--- src/rtl/buffer_readout_sequencer.sv ---
// buffer_readout_sequencer: reads each completed bank of the ping-pong sample RAM
// in address order and streams the words out over valid/ready.
// Ports: clk/rst (async active-high); buffer_ready_i/bank_i request a bank;
//   rd_en_o/rd_addr_o/rd_data_i form the RAM read port (1-cycle latency);
//   m_data_o/m_valid_o/m_ready_i/m_last_o form the output stream;
//   busy_o, overrun_o (sticky, cleared by clear_overrun_i), frame_cnt_o status.
// Optional feature: define READOUT_HEADER_EN to prefix every frame with a
//   header word {8'hA5, frame_cnt_o}, left-aligned and zero-padded.
module buffer_readout_sequencer #(
  parameter int DEPTH  = 256,
  parameter int DATA_W = 24,
  parameter int ADDR_W = $clog2(DEPTH)
) (
  input  logic              clk,
  input  logic              rst,
  input  logic              buffer_ready_i,
  input  logic              bank_i,
  output logic              rd_en_o,
  output logic [ADDR_W:0]   rd_addr_o,
  input  logic [DATA_W-1:0] rd_data_i,
  output logic [DATA_W-1:0] m_data_o,
  output logic              m_valid_o,
  input  logic              m_ready_i,
  output logic              m_last_o,
  output logic              busy_o,
  output logic              overrun_o,
  input  logic              clear_overrun_i,
  output logic [15:0]       frame_cnt_o
);

`ifdef READOUT_HEADER_EN
  typedef enum logic [1:0] {IDLE = 2'd0, HDR = 2'd1, READ = 2'd2, FLUSH = 2'd3} state_t;
`else
  typedef enum logic [1:0] {IDLE = 2'd0, READ = 2'd2, FLUSH = 2'd3} state_t;
`endif

  state_t              state_q, state_d;
  logic [ADDR_W-1:0]   idx_q;
  logic                bank_q;
  logic                pend_q, pend_bank_q;
  logic                rd_pend_q;   // a read issued last cycle; its data is on rd_data_i now
  logic                rd_last_q;   // ...and it was index DEPTH-1
  logic                overrun_q;
  logic [15:0]         frame_cnt_q;

  // Two-entry skid FIFO; the head entry drives the stream directly.
  logic [DATA_W-1:0]   head_dat_q, tail_dat_q;
  logic                head_last_q, tail_last_q;
  logic                head_vld_q, tail_vld_q;

  logic                pop, push, push_last, start, start_bank, rd_en, hdr_load, overrun_set;
  logic [DATA_W-1:0]   push_dat;
  logic [1:0]          used;

  assign pop = head_vld_q & m_ready_i;

  // Words already committed to the FIFO (in flight + stored), net of the word
  // leaving this cycle: the slot being popped is free for a read issued now,
  // which keeps one word per cycle with m_ready_i held high.
  assign used = {1'b0, rd_pend_q} + {1'b0, head_vld_q} + {1'b0, tail_vld_q} - {1'b0, pop};

  assign overrun_set = buffer_ready_i & (state_q != IDLE);
  // A fresh pulse in IDLE is the newest request and supersedes any pending one.
  assign start_bank  = buffer_ready_i ? bank_i : pend_bank_q;

`ifdef READOUT_HEADER_EN
  logic [DATA_W-1:0] hdr_word;
  assign hdr_word  = DATA_W'({8'hA5, frame_cnt_q}) << (DATA_W - 24);
  assign push      = rd_pend_q | hdr_load;
  assign push_dat  = hdr_load ? hdr_word : rd_data_i;
  assign push_last = hdr_load ? 1'b0 : rd_last_q;
`else
  assign push      = rd_pend_q | hdr_load;
  assign push_dat  = rd_data_i;
  assign push_last = rd_last_q;
`endif

  always_comb begin
    state_d  = state_q;
    start    = 1'b0;
    rd_en    = 1'b0;
    hdr_load = 1'b0;
    case (state_q)
      IDLE: begin
        if (buffer_ready_i || pend_q) begin
          start = 1'b1;
`ifdef READOUT_HEADER_EN
          hdr_load = 1'b1;   // FIFO is always empty in IDLE
          state_d  = HDR;
`else
          state_d  = READ;
`endif
        end
      end
`ifdef READOUT_HEADER_EN
      HDR: begin
        if (pop) state_d = READ;
      end
`endif
      READ: begin
        rd_en = (used < 2'd2);
        if (rd_en && idx_q == ADDR_W'(DEPTH - 1)) state_d = FLUSH;
      end
      FLUSH: begin
        if (pop && head_last_q) state_d = IDLE;
      end
      default: state_d = IDLE;
    endcase
  end

  always_ff @(posedge clk or posedge rst) begin
    if (rst) begin
      state_q     <= IDLE;
      idx_q       <= '0;
      bank_q      <= 1'b0;
      pend_q      <= 1'b0;
      pend_bank_q <= 1'b0;
      rd_pend_q   <= 1'b0;
      rd_last_q   <= 1'b0;
      overrun_q   <= 1'b0;
      frame_cnt_q <= '0;
    end else begin
      state_q   <= state_d;
      rd_pend_q <= rd_en;
      rd_last_q <= rd_en && (idx_q == ADDR_W'(DEPTH - 1));
      if (start) begin
        bank_q <= start_bank;
        idx_q  <= '0;
      end else if (rd_en) begin
        idx_q <= idx_q + ADDR_W'(1);
      end
      if (overrun_set) begin
        pend_q      <= 1'b1;
        pend_bank_q <= bank_i;
      end else if (start) begin
        pend_q <= 1'b0;
      end
      if (overrun_set)          overrun_q <= 1'b1;
      else if (clear_overrun_i) overrun_q <= 1'b0;
      if (pop && head_last_q) frame_cnt_q <= frame_cnt_q + 16'd1;
    end
  end

  // FIFO update. The read-issue rule guarantees no push while full without a pop.
  always_ff @(posedge clk or posedge rst) begin
    if (rst) begin
      head_dat_q  <= '0;
      tail_dat_q  <= '0;
      head_last_q <= 1'b0;
      tail_last_q <= 1'b0;
      head_vld_q  <= 1'b0;
      tail_vld_q  <= 1'b0;
    end else if (pop) begin
      if (tail_vld_q) begin
        head_dat_q  <= tail_dat_q;
        head_last_q <= tail_last_q;
        tail_vld_q  <= push;
        if (push) begin
          tail_dat_q  <= push_dat;
          tail_last_q <= push_last;
        end
      end else begin
        head_vld_q <= push;
        if (push) begin
          head_dat_q  <= push_dat;
          head_last_q <= push_last;
        end
      end
    end else if (push) begin
      if (!head_vld_q) begin
        head_vld_q  <= 1'b1;
        head_dat_q  <= push_dat;
        head_last_q <= push_last;
      end else begin
        tail_vld_q  <= 1'b1;
        tail_dat_q  <= push_dat;
        tail_last_q <= push_last;
      end
    end
  end

  assign rd_en_o     = rd_en;
  assign rd_addr_o   = {bank_q, idx_q};
  assign m_data_o    = head_dat_q;
  assign m_valid_o   = head_vld_q;
  assign m_last_o    = head_vld_q & head_last_q;
  assign busy_o      = (state_q != IDLE);
  assign overrun_o   = overrun_q;
  assign frame_cnt_o = frame_cnt_q;

endmodule
--- config.mk ---
export PLATFORM = sky130hd
export DESIGN_NAME = buffer_readout_sequencer
export DESIGN_NICKNAME = d
export VERILOG_FILES = /design/src/rtl/buffer_readout_sequencer.sv
export SDC_FILE = /design/constraint.sdc
export NUM_CORES = 1
export LEC_CHECK = 0
export BUFFER_PORTS_ARGS = -buffer_cell sky130_fd_sc_hd__buf_2
export CORE_MARGIN = 5
export CORE_UTILIZATION = 25
export CTS_BUF_LIST = sky130_fd_sc_hd__clkbuf_4
export DETAILED_ROUTE_END_ITERATION = 6
export HOLD_SLACK_MARGIN = 0.06
export SLEW_MARGIN = 0
export SYNTH_ARGS = -nofsm -noshare
export SYNTH_HDL_FRONTEND = slang
export SYNTH_SLANG_ARGS = --single-unit
--- constraint.sdc ---
create_clock -name clk -period 3.4 [get_ports clk]
set_input_delay 0.17 -clock clk [delete_from_list [all_inputs] [get_ports clk]]
set_output_delay 0.17 -clock clk [all_outputs]
set_load 0.03 [all_outputs]
# After elaboration in Yosys (flattened, before gate mapping)
# Cells that the tools add are included.
# W data, S select, Z words.
[totals] regBits=84 inputBits=30 output_inout_bits=54 elab_cells=90
[op_classes] add_sub_neg=5 n_lt_le_gt_ge=1 n_eq_ne=10 n_mux=39 bitwise=3 reduce_logical=17
[op_table] operator="$mux W24" count=9
[op_table] operator="$mux W1" count=24
[op_table] operator="$add A16 B1 Y16 const B" count=1
[op_table] operator="$mux W8" count=2
[op_table] operator="$reduce_bool A2 Y1" count=7
[op_table] operator="$ne A2 B2 Y1 const B" count=6
[op_table] operator="$add A8 B1 Y8 const B" count=1
[op_table] operator="$eq A8 B8 Y1 const B" count=1
[op_table] operator="$mux W2" count=3
[op_table] operator="$pmux W2 S3" count=1
[op_table] operator="$reduce_and A3 Y1" count=2
[op_table] operator="$eq A2 B2 Y1 const B" count=2
[op_table] operator="$reduce_and A2 Y1" count=2
[op_table] operator="$reduce_and A4 Y1" count=1
[op_table] operator="$and A1 B1 Y1" count=3
[op_table] operator="$logic_and A1 B1 Y1" count=3
[op_table] operator="$add A1 B1 Y2" count=1
[op_table] operator="$add A2 B1 Y2" count=1
[op_table] operator="$logic_not A2 Y1" count=1
[op_table] operator="$lt A2 B2 Y1 const B" count=1
[op_table] operator="$ne A2 B1 Y1 const B" count=1
[op_table] operator="$sub A2 B1 Y2" count=1
[op_table] operator="$logic_or A1 B1 Y1" count=1

# Logic depth before layout (Yosys ltp)
[depth] word_depth=7 depth_mapped=9 depth_no_buf=8

# Worst setup path before layout
# OpenSTA, ideal clock, no wires.
[synth_path] path_type="register to register" startpoint="register head_vld_q, in the netlist m_valid_o" endpoint="register idx_q[4]" setup_ns=0.140 arrival_time_ns=2.401 path_slack_ns=0.858 path_stages_with_launch=10 n_path_buf=1 period_less_slack_ns=2.542 path_cell_list="dfrtp_1 -> buf_6 -> and2_2 -> ha_1 -> inv_1 -> ha_1 -> a21oi_4 -> mux2i_4 -> nand4_1 -> mux2i_1"
[synth_between] elab_chain_len=6 elab_cells_between_ends=7 cone_classes="add/sub: 3; order compare: 1; mux: 1; bitwise: 1; reduce/logical: 1"
[synth_rtl] item="start, declared" line_no="49" rtl="logic head_vld_q, tail_vld_q;"
[synth_rtl] item="start signal, assigned" line_no="163" rtl="head_vld_q <= push;"
[synth_rtl] item="$add A1 B1 Y2" line_no="60" rtl="assign used = {1'b0, rd_pend_q} + {1'b0, head_vld_q} + {1'b0, tail_vld_q} - {1'b0, pop};"
[synth_rtl] item="$add A2 B1 Y2" line_no="60"
[synth_rtl] item="$sub A2 B1 Y2 *" line_no="60"
[synth_rtl] item="$lt A2 B2 Y1 *" line_no="101" rtl="rd_en = (used < 2'd2);"
[synth_rtl] item="$mux W1 *" line_no="83" rtl="case (state_q)"
[synth_rtl] item="via rd_en_o" line_no="18" rtl="output logic rd_en_o,"
[synth_rtl] item="$reduce_bool A2 Y1 (no line) *"
[synth_rtl] item="end signal, assigned" line_no="130" rtl="idx_q <= idx_q + ADDR_W'(1);"
[synth_rtl] item="end, declared" line_no="38" rtl="logic [ADDR_W-1:0] idx_q;"
# The timed path passes the listed nets; every way through them passes the cells marked *.
# A chain may end at the register's enable or synchronous reset.

# Worst setup path in the final report
[layout_path] startpoint="register head_vld_q, in the netlist m_valid_o" endpoint="output port rd_en_o"
[layout_between] elab_chain_len=5 elab_cells_between_ends=6 cone_classes="add/sub: 3; order compare: 1; mux: 1; bitwise: 1"
[layout_rtl] item="$add A1 B1 Y2" line_no="60"
[layout_rtl] item="$add A2 B1 Y2" line_no="60"
[layout_rtl] item="$sub A2 B1 Y2 *" line_no="60"
[layout_rtl] item="$lt A2 B2 Y1 *" line_no="101"
[layout_rtl] item="$mux W1 *" line_no="83"
[layout_rtl] item="end, declared" line_no="18"
# Every way passes the cells marked *; elsewhere a longest branch is shown, timed or not.

==> summary.md <==
| Metric | Value |
|---|---|
| Status | `finished clean` |
| CTS H-tree depth | `3` |
| WP buf/inv | `2` |
| Setup Viol. Count Final | `0` |
| Post-synthesis cell type count | `39` |
| Critical path startpoint category | `register` |
| Int Pwr | `0.00218 W` |
| CTS max path bufs | `2` |
| CP Cell Sequence | `and2_2, ha_1, inv_1, ha_1, a21oi_4, mux2i_4, buf_2` |
| Post-Synthesis Cells | `311` |
| Worst r2r src | `m_valid_o` |
| Clock power frac | `12.9%` |
| Final Hold Fails | `0` |
| Core area | `0.0145 mm^2` |
| Hold Crit Class | `in2async` |
| Top fanout value on the critical path | `11` |
| Largest net degree at the start of global routing | `57` |
| Antenna viol nets, final | `0` |
| Family with the most delay on the worst path | `adder cells` |
| Worst Setup SP | `m_valid_o` |
| Num CTS Buffers | `9` |
| Slowest library cell on the worst path | `dfrtp_1` |
| Num rows | `44` |
| CTS tree | `done` |
| ANT cells | `0` |
| Die ar. | `between 0.015 and 0.02 mm^2` |
| Register share of total power | `42.0%` |
| Top cells by count, synth | `dfrtp_1, nand2_1, mux2i_1, o21ai_0, mux2_2` |
| DR WL/cell | `13.5 um` |
| Reg clk slew, reported paths | `0.14 ns` |
| Via count | `2,696` |
| TritonRoute pass-1 iters | `6` |
| Most Frequent Cell on Critical Path | `ha_1` |
| Worst Reg-to-Reg Cells | `8` |
| Yosys warns | `0` |
| Final Wtd Congestion | `approximately 0.73` |
| Worst setup EP type | `primary output` |
| WS Path Type | `reg2out` |
| Die Wd | `approximately 130 um` |
| Slew Limit Fails | `0` |
| Data arrival, critical path | `2.70 ns` |
| Initial antenna violation count | `0` |
| # port buffers | `83` |
| Yosys top cell area share | `a little under three fifths` |
| Worst-Skew Late Latency | `~0.45 ns` |
| Post-synth EDFFs | `0` |
| Post-cts sizing count | `0` |
| Comb pwr share | `a little under half` |
| Avg Cell Area, Syn | `approximately 12 um^2` |
| Fin crit period | `between 2 and 3 ns` |
| Max Cap Viol | `0` |
| Placed insts | `568` |
| Global Route Usage Sum | `between 10% and 20%` |
| Top_reg_cell synth | `dfrtp_1` |
| GRT overflow | `0` |
| First-pass GRT wire length | `14,300 um` |
| Post-synthesis sequential element count | `84` |
| VDD IR max | `around 0.00065 V` |
| Routed vias/inst | `4.38` |
| Final Instance Count excl. Fillers | `615` |
| Die span in y | `131 um` |
| Seq/Total Area, Yosys | `57.3%` |
| Critical Path Stages | `7` |
| Syn Nets | `345` |
| Cell Pwr Density | `810 mW/mm^2` |
| Nets | `460` |
| Async set-reset flop share out of synthesis | `100%` |
| Switching Fraction | `42.6%` |
| P_sw | `between 0.0015 and 0.002 W` |
| # IOs | `84` |
| Clock skew | `0.0184 ns` |
| Sink Count | `84` |
| WP data required | `3.23 ns` |
| Final period util | `84.5%` |
| Count leader, synth | `dfrtp_1` |
| RSZ-0062 raised after global routing | `no` |
| P_leak | `2.32 nW` |
| Area leader, netlist | `dfrtp_1` |
| Number of global-route vias before repair | `2,805` |
| Mapped cell area | `0.00367 mm^2` |
| Delay of the slowest critical-path stage | `0.54 ns` |
| DRC | `0` |
| Wirelength, routed | `8310 um` |
| Slew headroom | `33.8%` |
| Root Buffer | `clkbuf_4` |
| Initial DRC Count | `31` |
| Starting density of the core | `25.3%` |
| Worst Tran Pin Value | `0.989 ns` |
| Synth area leaders | `dfrtp_1, mux2i_1, mux2_2` |
| Layout cells sized above 1 | `about 31%` |
| Fmax | `348 MHz` |
| Detailed placer's ending HPWL | `approximately 5600 um` |
| Post-route setup TNS | `0 ns` |
| Area growth syn-to-layout | `27.9%` |
==> power groups by stage <==
stage	combinational, W	sequential, W	clock (W)
after floorplan	0.000954	0.00194	0
after global placement	0.00169	0.00160	0
after detailed placement	0.00173	0.00162	0
after CTS	0.00176	0.00160	0.000531
after global routing	0.00188	0.00165	0.000569
final	0.00171	0.00160	0.000492
==> cell families after synthesis <==
kind of cell	count (synthesis)	share of synthesized area, %
and+or+nand+nor	88	11.2
buffers and inverters	20	2.49
DFF	84	57.3
muxes	59	17.4
AOI/OAI and AO/OA	40	6.35
xor gates and xnor gates	16	3.82
adders and majority gates	4	1.36
==> path summary, 6_finish.rpt <==
check / end / slack, ns
min: m_data_o[21] / 0.44
min reg2reg: frame_cnt_o[15] / 0.48
max reg2reg: idx_q[5] / 0.88
min in group clk: frame_cnt_o[15] / 0.48
max: rd_en_o / 0.53
max in group asynchronous: frame_cnt_o[0] / 1.99
==> tightest hold or removal path: cells and delay by family <==
family / cells / cell delay [ns]
buffers and inverters: 3 / 1.30
==> final cells by class <==
cell class              count  area, um^2
clock inverters             6        31.3
inverters                   9        35.0
multi-input cells         207        1480
well taps                 184         230
clock buffers              10        75.1
fillers                  1459        9790
repair buffers            115         733
flip-flops and latches     84        2100
==> placed cells by master, fill, tap and decap left out, drive strengths merged, types with 2 or more instances in the layout <==
master       count
ha               4
o21ai           30
mux2i           33
dfrtp           84
clkbuf          10
and2             2
nand4            6
nand2           45
xnor2           13
mux2            26
nor2            12
nand3            7
clkinv           5
and4             2
and3             3
clkinvlp         2
inv              8
nor3             4
a21oi            5
buf             84
xor2             3
dlygate4sd3     31
==> flip-flops by register name, summed over array words and instances, names as in the netlist, 2 cells and up <==
| register | flops |
|---|---|
| state_q | 2 |
| tail_dat_q | 24 |
| m_data_o | 24 |
| frame_cnt_o | 16 |
| idx_q | 8 |
==> stage by stage <==
stage                     worst slack [ns]  power, W  utilization (%)  instance area [um^2]  hold WS (ns)
after floorplan                      0.858   0.00290                -                  3670         0.277
after global placement               0.962   0.00329             29.5                  4270         0.372
after detailed placement             0.882   0.00335             29.5                  4270         0.390
after CTS                            0.450   0.00389             32.4                  4690         0.416
after global routing                 0.327   0.00410             32.4                  4690         0.452
final                                0.528   0.00380             32.4                  4690         0.439
==> per-layer routing <==
metal / part of all wire (%) / vias to the layer above / global-route usage (%)
li1: - / 1319 / -
met1: 45 / 1301 / 12.5
met2: 47 / 65 / 16.2
met3: 5.9 / 11 / 4.01
met4: 1.8 / 0 / 3.81
met5: 0 / - / 0
==> timing repair <==
action | CTS | global route
hold buffers | 31 | 0
setup buffers | 0 | 0
endpoints found under the hold margin | 109 | 0
Power figures use the tool's default switching activity.
